File: config.mk
export PLATFORM = sky130hd
export DESIGN_NAME = apb_bridge_master
export DESIGN_NICKNAME = d
export VERILOG_FILES = /design/src/rtl/apb_bridge_master.sv
export SDC_FILE = /design/constraint.sdc
export NUM_CORES = 1
export LEC_CHECK = 0
export ABC_AREA = 1
export BUFFER_PORTS_ARGS = -buffer_cell sky130_fd_sc_hd__buf_4
export CORE_MARGIN = 4
export CORE_UTILIZATION = 50
export CTS_CLUSTER_SIZE = 28
export DETAILED_ROUTE_END_ITERATION = 16
export HOLD_SLACK_MARGIN = 0.08
export PLACE_DENSITY_LB_ADDON = 0.25
export SYNTH_ARGS = -nofsm -noshare
export SYNTH_HDL_FRONTEND = slang
export SYNTH_SLANG_ARGS = --single-unit
export TNS_END_PERCENT = 5
File: constraint.sdc
create_clock -name pclk -period 3.8 [get_ports pclk]
set_clock_uncertainty 0.1 [all_clocks]
set_input_delay 0.38 -clock pclk [delete_from_list [all_inputs] [get_ports pclk]]
set_output_delay 0.38 -clock pclk [all_outputs]
set_load 0.03 [all_outputs]
File: src/rtl/apb_bridge_master.sv
// Single-outstanding APB requester: valid/ready command in, SETUP/ACCESS transfer out,
// registered response with slave error capture and bounded-wait timeout.
//
// state  | meaning
// IDLE   | cmd_ready high, waiting for a command
// SETUP  | psel=1, penable=0 for exactly one cycle
// ACCESS | psel=1, penable=1, waiting on pready (or timeout)
// RESP   | rsp_valid high until rsp_ready handshake
module apb_bridge_master #(
  parameter int ADDR_W         = 8,
  parameter int DATA_W         = 8,
  parameter int TIMEOUT_CYCLES = 16
) (
  input  logic              pclk,
  input  logic              preset,
  input  logic              cmd_valid,
  output logic              cmd_ready,
  input  logic              cmd_write,
  input  logic [ADDR_W-1:0] cmd_addr,
  input  logic [DATA_W-1:0] cmd_wdata,
  output logic              rsp_valid,
  input  logic              rsp_ready,
  output logic [DATA_W-1:0] rsp_rdata,
  output logic              rsp_err,
  output logic              rsp_timeout,
  output logic              psel,
  output logic              penable,
  output logic              pwrite,
  output logic [ADDR_W-1:0] paddr,
  output logic [DATA_W-1:0] pwdata,
  input  logic [DATA_W-1:0] prdata,
  input  logic              pready,
  input  logic              pslverr,
  output logic              busy
);

  localparam int CNT_W = (TIMEOUT_CYCLES > 0) ? $clog2(TIMEOUT_CYCLES + 1) : 1;
  localparam logic [CNT_W-1:0] TO_VAL = CNT_W'(TIMEOUT_CYCLES);

  typedef enum logic [1:0] {ST_IDLE, ST_SETUP, ST_ACCESS, ST_RESP} state_t;

  state_t            state, state_nxt;
  logic [CNT_W-1:0]  wait_cnt, wait_cnt_nxt;
  logic              psel_nxt, penable_nxt, pwrite_nxt;
  logic [ADDR_W-1:0] paddr_nxt;
  logic [DATA_W-1:0] pwdata_nxt, rsp_rdata_nxt;
  logic              rsp_valid_nxt, rsp_err_nxt, rsp_timeout_nxt;
  logic              cmd_ready_nxt, busy_nxt;

  always_comb begin
    state_nxt       = state;
    wait_cnt_nxt    = wait_cnt;
    psel_nxt        = psel;
    penable_nxt     = penable;
    pwrite_nxt      = pwrite;
    paddr_nxt       = paddr;
    pwdata_nxt      = pwdata;
    rsp_valid_nxt   = rsp_valid;
    rsp_rdata_nxt   = rsp_rdata;
    rsp_err_nxt     = rsp_err;
    rsp_timeout_nxt = rsp_timeout;

    case (state)
      ST_IDLE: begin
        if (cmd_valid) begin
          state_nxt    = ST_SETUP;
          psel_nxt     = 1'b1;
          penable_nxt  = 1'b0;
          pwrite_nxt   = cmd_write;
          paddr_nxt    = cmd_addr;
          pwdata_nxt   = cmd_write ? cmd_wdata : '0;
          wait_cnt_nxt = '0;
        end
      end
      ST_SETUP: begin
        state_nxt   = ST_ACCESS;
        penable_nxt = 1'b1;
      end
      ST_ACCESS: begin
        if (pready) begin
          state_nxt       = ST_RESP;
          psel_nxt        = 1'b0;
          penable_nxt     = 1'b0;
          rsp_valid_nxt   = 1'b1;
          rsp_rdata_nxt   = pwrite ? '0 : prdata;
          rsp_err_nxt     = pslverr;
          rsp_timeout_nxt = 1'b0;
        end else begin
          // saturate rather than wrap so a disabled timeout never aliases
          if (wait_cnt != '1) begin
            wait_cnt_nxt = wait_cnt + CNT_W'(1);
          end
          if ((TIMEOUT_CYCLES != 0) && (wait_cnt_nxt == TO_VAL)) begin
            state_nxt       = ST_RESP;
            psel_nxt        = 1'b0;
            penable_nxt     = 1'b0;
            rsp_valid_nxt   = 1'b1;
            rsp_rdata_nxt   = '0;
            rsp_err_nxt     = 1'b1;
            rsp_timeout_nxt = 1'b1;
          end
        end
      end
      ST_RESP: begin
        if (rsp_ready) begin
          state_nxt     = ST_IDLE;
          rsp_valid_nxt = 1'b0;
        end
      end
      default: state_nxt = ST_IDLE;
    endcase

    cmd_ready_nxt = (state_nxt == ST_IDLE);
    busy_nxt      = (state_nxt != ST_IDLE);
  end

  always_ff @(posedge pclk) begin
    if (preset) begin
      state       <= ST_IDLE;
      wait_cnt    <= '0;
      psel        <= 1'b0;
      penable     <= 1'b0;
      pwrite      <= 1'b0;
      paddr       <= '0;
      pwdata      <= '0;
      rsp_valid   <= 1'b0;
      rsp_rdata   <= '0;
      rsp_err     <= 1'b0;
      rsp_timeout <= 1'b0;
      cmd_ready   <= 1'b1;
      busy        <= 1'b0;
    end else begin
      state       <= state_nxt;
      wait_cnt    <= wait_cnt_nxt;
      psel        <= psel_nxt;
      penable     <= penable_nxt;
      pwrite      <= pwrite_nxt;
      paddr       <= paddr_nxt;
      pwdata      <= pwdata_nxt;
      rsp_valid   <= rsp_valid_nxt;
      rsp_rdata   <= rsp_rdata_nxt;
      rsp_err     <= rsp_err_nxt;
      rsp_timeout <= rsp_timeout_nxt;
      cmd_ready   <= cmd_ready_nxt;
      busy        <= busy_nxt;
    end
  end

endmodule

Word-level counts from Yosys, hierarchy flattened
Index checks and enable logic that the tools add are counted.

Output and inout bits: 32. Flip-flop bits (word level): 39. Bits of input ports: 31.

Add/subtract/negate cells: 1. Equality and inequality tests: 9. Reductions and logical operators: 13. Mux-type cells: 27.

Operator list (count): 2-to-1 mux 8 bit (4); 2-to-1 mux 5 bit (5); AND reduction 3 bit (4); case mux 5 bit (2 select lines) (1); 2-to-1 mux 1 bit (9); 2-to-1 mux 2 bit (4); case mux 2 bit (4 select lines) (1); nonzero test 2 bit (4); inequality test 2 bit (second input constant) (3); adder 5 x 1 -> 5 bit (second input constant) (1); equality test 5 bit (second input constant) (1); inequality test 5 bit (second input constant) (1); equality test 2 bit (second input constant) (2); logical NOT 2 bit (2); case mux 1 bit (2 select lines) (2); AND reduction 2 bit (2); inequality test 3 bit (second input constant) (1); case mux 1 bit (3 select lines) (1); nonzero test 3 bit (1); equality test 2 x 1 -> 1 bit (second input constant) (1).

Logic depth before layout (Yosys ltp)
Gate-level depths: netlist of the first run.

Depth in word-level cells: 9. Depth in mapped cells: 12. Mapped depth without buffers: 12.

Worst setup path after synthesis of the first run
OpenSTA, ideal clock, no wires.

Path kind: reg2reg. Start: register wait_cnt[0]. End: register rsp_rdata[4]. Buffers on the path: 1. Arrival: 1.437 ns. Stages on the path, launching flop included: 12. Setup slack: 2.148 ns. Path through: dfxtp_1 -> ha_1 -> nand2_1 -> nor2_2 -> nand3_1 -> nand2_2 -> nor2_2 -> nand2_2 -> nand2_4 -> buf_12 -> a21oi_1 -> nor2_1.

Cells in the longest elaborated chain, start to end: 7. Elaborated cells on any way between the ends: 8.

Ends and longest elaborated chain: start, declared (line 43) `logic [CNT_W-1:0] wait_cnt, wait_cnt_nxt;`; start signal, assigned (line 134) `wait_cnt <= wait_cnt_nxt;`; adder 5 x 1 -> 5 bit / inequality test 5 bit (equally long branches) (line 91, 90); 2-to-1 mux 5 bit (*) (line 90) `if (wait_cnt != '1) begin`; 2-to-1 mux 5 bit (*) (line 80) `if (pready) begin`; 2-to-1 mux 5 bit (*) (line 63) `case (state)`; equality test 5 bit (*) (line 93) `if ((TIMEOUT_CYCLES != 0) && (wait_cnt_nxt == TO_VAL)) begin`; nonzero test 2 bit (no source line) (*); AND reduction 2 bit (no source line) (*); end signal, assigned (line 141) `rsp_rdata <= rsp_rdata_nxt;`; end, declared (line 23) `output logic [DATA_W-1:0] rsp_rdata,`.

Mark *: on every way between the ends. The rest lies on a longest branch, timed or not. The select of a mux whose other input is x is not followed. A chain may end at the register's enable or synchronous reset.

Final worst setup path of the first run
Start: register state[1]. End: register wait_cnt[3].

Cells in the longest elaborated chain, start to end: 3. Elaborated cells on any way between the ends: 7.

Ends and longest elaborated chain: start, declared (line 42) `state_t state, state_nxt;`; start signal, assigned (line 133) `state <= state_nxt;`; equality test 2 bit / logical NOT 2 bit (equally long branches) (line 63); inequality test 2 bit (no source line) / nonzero test 2 bit (equally long branches); AND reduction 3 bit (no source line).

Parallel ways exist; a longest one is shown, timed or not.

==> reports/results.ini, run 1 <==
[synth]
yosysTopAreaCellShare_pct=45.35
yosysTopAreaCell=dfxtp_1
synth_fa_ha_area_share_pct=0.7267
synthArstFlopShare_pct=0
synthTopCellsByArea=dfxtp_1 45%, nand2_1 11%, nor2_1 6.3%, nand3_1 6.1%, a21oi_1 5.8%
syn_area_per_cell_um2=7.652
synth_xor_area_share_pct=0
synth_edf_count=0
synth_most_common_cell=nand2_1
syn-cell-area_um2=1722
synth_compound_area_share_pct=12.43
synth_commonest_cells=52 x nand2_1, 39 x dfxtp_1, 29 x nor2_1
synth_nets=257
ys.flop_type=dfxtp_1
synth-simple-area-share_pct=32.56
muxShareOfSynthArea_pct=0
ys_warn_count=0
syn_inst=225
synth_top_family_by_area=simple AND/OR/NAND/NOR gates
ys_seq_area_share_pct=45.35
synthDistinctLibCells=23
synth-seq-cells=39

[grt]
overflow=0
grt_usage_pct=18.95
grt_max_degree=24
grt_antenna_before_repair=0
grt_pass1_vias=1493
grt_first_pass_wirelength_um=6375

[min_path]
hold_depth=3
min_to=paddr[7]
min_path_type=input port to flip-flop
worstHoldStart=cmd_addr[7]

[power]
power.internal_w=0.0005745
static-leakage-power_nw=1.022
seqPwrFrac_pct=52.9
pwr-share-comb_pct=22.2
switching_share_pct=32.22
fin_total_pwr_w=0.0008476
powerDensity_nw_per_um2=380.6
ir_drop_uv=247.0
clockPowerShare_pct=25.0
p_switching_w=0.0002731

[worst_setup_path]
worstSetupPathType=flip-flop to flip-flop
path_max_fanout=12
cp_data_required_time_ns=3.94
rr_startpoint=state[1]
arrival_ns=2.19
rrSetupSlack_ns=1.75
reg2reg_depth=7
start_kind=flip-flop
reg2reg_to=wait_cnt[3]
endpoint_kind=flip-flop

[route]
drt_iter0_drc=56
drt-total-wl_um=3807
vias=1608
via_per_inst=4.843
drc_errors=0
ant_nets=0
wl_per_cell_um=11.47
first_pass_iters=6

[sta]
hold_viol=0
clock.fmax_mhz=488.4
layout_min_cycle_time_ns=2.047
tns_ns=0
rsz0062_at_grt=false
slew_viol_final=0
report.final.setup_viol=0
worst_pin_slew_ns=1.072
slew_headroom_pct=28.29
min_period_over_period_pct=53.88

[outcome]
outcome=complete, no violations

[final_layout]
nNetsFinal=317
stdcell_count=332
fillers=305
final_area_um2=2227
area_growth_pct=29.36
n_antenna_cell=0
drive_above_1_share_pct=32.17

[placement]
dpl-instance-area_um2=2170
port_buffers=62
routabilityCongestion=0.7702
dp_cells=324
dp_hpwl_um=2818

[clocking]
worstSkewPairLatency_ns=0.35
cts_root_buffer=clkbuf_4
clock_sinks=39
cts-buffers-inserted=5
cts-hold-fix-buffers=0
post_cts_resized=0
post_cts_buffers=0
cts_max_level=2
cts_tree=done
clk_path_buf_depth=2
cts.clk_slew.worst_paths_ns=0.12

[floorplan]
ios=63
coreArea_um2=3337
rows=21
dieArea_um2=4446
start_util_pct=51.59
fp.dieH_um=66.68
die_w_um=66.68

[run]
cap_violations=0

-- power by group through the flow --
stage | registers, W | logic [W] | clock network [W]
6_report | 0.000448 | 0.000188 | 0.000212
5_1_grt | 0.000451 | 0.000205 | 0.000237
4_1_cts | 0.000448 | 0.000190 | 0.000219
3_5_place_dp | 0.000457 | 0.000189 | 0
3_3_place_gp | 0.000457 | 0.000186 | 0
2_1_floorplan | 0.000500 | 0.0000781 | 0
-- cell type report --
| class | count | area (µm²) | area share [%] |
|---|---|---|---|
| multi-input combinational | 156 | 787.0 | 35.34 |
| sequential | 39 | 780.7 | 35.06 |
| timing repair buffer | 62 | 465.4 | 20.90 |
| inverter | 21 | 78.83 | 3.539 |
| tap | 46 | 57.56 | 2.584 |
| clock buffer | 5 | 37.54 | 1.685 |
| clock inverter | 3 | 20.02 | 0.8989 |
-- cells in the final DEF, fill, tap and decap left out, types with 2 or more instances in the layout --
cell	instances
o21ai_0	9
nand2_4	2
clkinvlp_4	2
clkbuf_4	5
nand2_1	52
nand2_2	2
nand3_1	21
o21ai_2	2
a21oi_1	20
nor2_2	3
a21oi_2	5
dfxtp_1	39
nor2_1	29
inv_1	21
nand3_2	5
buf_4	62
-- worst max-delay path, cell delays in order, from the launching register on --
cell and delay, ns:
dfxtp_1 0.39, inv_1 0.06, nor2_1 0.80, nand2_1 0.10, inv_1 0.22, nor2_1 0.11, nand2_1 0.08, a21oi_1 0.06
-- per-stage QoR --
step / utilization [%] / setup slack, ns / hold slack (ns)
5_1_grt: 66.74 / 1.449 / 0.1189
3_3_place_gp: 65.02 / 1.814 / 0.3537
3_5_place_dp: 65.02 / 1.784 / 0.3607
4_1_cts: 66.74 / 1.752 / 0.1286
6_report: 66.74 / 1.753 / 0.1449
2_1_floorplan: - / 2.148 / 0.3491
-- registers in the layout, indices dropped and copies added (netlist names) --
signal / count
paddr: 8
pwdata: 8
rsp_rdata: 8
wait_cnt: 5
state: 2
busy: 1
cmd_ready: 1
penable: 1
psel: 1
pwrite: 1
rsp_err: 1
rsp_timeout: 1
rsp_valid: 1
-- worst max-delay path by stage --
stage                      startpoint      endpoint  slack [ns]  cells after the start
final                        state[1]   wait_cnt[3]        1.75                      7
after global routing         state[1]   wait_cnt[0]        1.45                      7
after CTS                    state[1]   wait_cnt[3]        1.75                      7
after detailed placement     state[1]   wait_cnt[3]        1.78                      7
after global placement       state[1]   wait_cnt[0]        1.81                      7
after floorplan           wait_cnt[0]  rsp_rdata[4]        2.15                     11
-- cell families after synthesis --
logic type / Yosys count
fa+ha+maj: 1
buf+inv: 30
compound gates: 37
simple gates: 118
flops: 39
-- layer usage --
| metal | vias to the layer above | GRT usage, % | share of wire [%] |
|---|---|---|---|
| li1 | 840 | - | - |
| met1 | 710 | 20.79 | 42 |
| met2 | 52 | 32.43 | 48 |
| met3 | 6 | 7.251 | 8.2 |
| met4 | 0 | 7.868 | 1.6 |
| met5 | - | 0 | 0 |
No activity file was read; power rests on OpenSTA's default activity.
==> inputs of run 2 (changes only) <==
--- a/config.mk
+++ b/config.mk
@@ -8,7 +8,7 @@
 export ABC_AREA = 1
 export BUFFER_PORTS_ARGS = -buffer_cell sky130_fd_sc_hd__buf_4
 export CORE_MARGIN = 4
-export CORE_UTILIZATION = 50
+export CORE_UTILIZATION = 48
 export CTS_CLUSTER_SIZE = 28
 export DETAILED_ROUTE_END_ITERATION = 16
 export HOLD_SLACK_MARGIN = 0.08
==> constraint.sdc (replaced) <==
create_clock -name pclk -period 2.01 [get_ports pclk]
set_clock_uncertainty 0.1 [all_clocks]
set_input_delay 0.201 -clock pclk [delete_from_list [all_inputs] [get_ports pclk]]
set_output_delay 0.201 -clock pclk [all_outputs]
set_load 0.03 [all_outputs]
==> run 2 against run 1 <==
Effect of this change:
- via count increased by 11%
- clock power increased to 2.6 times the previous value
- hold slack got worse by 0.056 ns
- final cell count increased by 9.6%
- non-clock buffer count increased by 32
- total power increased by 120%
- largest cell class unchanged
==> reports/results.ini, run 2 (same netlist as run 1, synthesis figures left out) <==
[floorplan]
rows=21
ios=63
die_w_um=67.89
fp.dieH_um=67.89
dieArea_um2=4609
coreArea_um2=3390
start_util_pct=50.79

[sta]
slew_viol_final=0
min_period_over_period_pct=93.83
slew_headroom_pct=65.61
clock.fmax_mhz=530.2
hold_viol=0
report.final.setup_viol=0
layout_min_cycle_time_ns=1.886
worst_pin_slew_ns=0.5152
whs_ns=0.08880
tns_ns=0

[power]
ir_drop_uv=669.5
pwr-share-comb_pct=23.3
powerDensity_nw_per_um2=701.9
seqPwrFrac_pct=46.5
power.internal_w=0.001294
p_switching_w=0.0005331
clockPowerShare_pct=30.2
switching_share_pct=29.17
static-leakage-power_nw=1.158

[route]
drc_errors=0
top_layer=met4
wl_per_cell_um=12.88
vias=1792
m1WireLength_um=1808
wl_met3_um=334
drt_iter0_drc=90
via_per_inst=4.923
first_pass_iters=4
drt-total-wl_um=4690
ant_nets=0
wl_met2_um=2440

[grt]
grt_first_pass_wirelength_um=7417
overflow=0
grt_max_degree=24
grt_usage_pct=21.74
grt_antenna_before_repair=0
grt_pass1_vias=1671

[final_layout]
top_regs=paddr (8), pwdata (8), rsp_rdata (8)
layout_common_cells=64 x buf_4, 52 x nand2_1, 37 x dfxtp_1
nNetsFinal=349
n_antenna_cell=0
area_growth_pct=51.24
final_common_cell=buf_4
drive_above_1_share_pct=31.13

[min_path]
min_path_type=input port to flip-flop

[worst_setup_path]
start_kind=flip-flop
cp_slowest_cell=dlygate4sd3_1
arrival_ns=2.06
cp_data_required_time_ns=2.19
endpoint_kind=flip-flop
cp_slowest_stage_delay_ns=0.56
rrSetupSlack_ns=0.12
crit_chain=nor2_2 -> inv_1 -> nor2_4 -> buf_8 -> nand3_1 -> dlygate4sd3_1 -> a21oi_1
path_max_fanout=17
worstSetupPathType=flip-flop to flip-flop

[placement]
dp_hpwl_um=2752
port_buffers=62
routabilityCongestion=0.8343

[clocking]
cts_max_level=2
cts_root_buffer=clkbuf_4
cts_tree=done
worstSkewPairLatency_ns=0.35
clock_sinks=39
cts.clk_slew.worst_paths_ns=0.12
cts-buffers-inserted=5
clk_path_buf_depth=2

[run]
cap_violations=0

[outcome]
outcome=complete, no violations

[run 2: changes by cell type in the layout (fill, tap and decap cells not counted), sizes merged]
cell | previous run | this run
buf | 62 | 65
bufinv | 0 | 1
clkbuf | 5 | 6
clkinvlp | 2 | 0
dlygate4sd3 | 0 | 29
[run 2: final timing paths]
check,cells past startpoint,start,endpoint
min,4,rsp_ready,state[1]
min reg2reg,2,pwdata[1],pwdata[1]
max reg2reg,7,state[1],pwdata[0]
max,7,state[1],pwdata[0]
[run 2: cell type report]
class,count,area (µm²)
multi-input combinational,156,809.5
fill,226,785.8
sequential,39,785.8
clock inverter,2,35.03
timing repair buffer,94,785.8
clock buffer,6,51.30
tap,46,57.56
inverter,21,78.83
[run 2: layer usage]
layer / track usage (%) / vias to the layer above
met3: 6.897 / 13
met2: 38.76 / 61
met5: 0 / -
li1: - / 909
met1: 23.60 / 809
met4: 9.181 / 0
[run 2: timing repair]
action,CTS,global route
setup buffers,0,0
endpoints found under the setup margin,0,22
hold endpoints to repair,20,0
hold buffers,29,0
gates resized for setup,0,9
[run 2: metrics by stage]
step,utilization (%),cell area [µm²],std cells,power [W],setup slack [ns]
2_1_floorplan,-,1722,225,0.001093,0.3580
3_3_place_gp,64.67,2192,327,0.001226,0.1816
3_5_place_dp,64.67,2192,327,0.001229,0.1257
4_1_cts,75.78,2569,364,0.001811,0.09026
5_1_grt,76.82,2604,364,0.001906,-0.009539
6_report,76.82,2604,364,0.001828,0.1240
[run 2: worst max-delay path: cells and delay by family, from the launching register on]
kind	cells	cell delay (ns)
flops	1	0.36
compound gates	1	0.16
simple gates	3	0.37
buf+inv	3	0.82
[run 2: power by group through the flow]
stage / sequential [W] / clock (W) / combinational, W
floorplan: 0.000945 / 0 / 0.000148
global placement: 0.000864 / 0 / 0.000362
detailed placement: 0.000863 / 0 / 0.000366
CTS: 0.000846 / 0.000556 / 0.000409
global route: 0.000855 / 0.000592 / 0.000459
finish: 0.000850 / 0.000551 / 0.000427
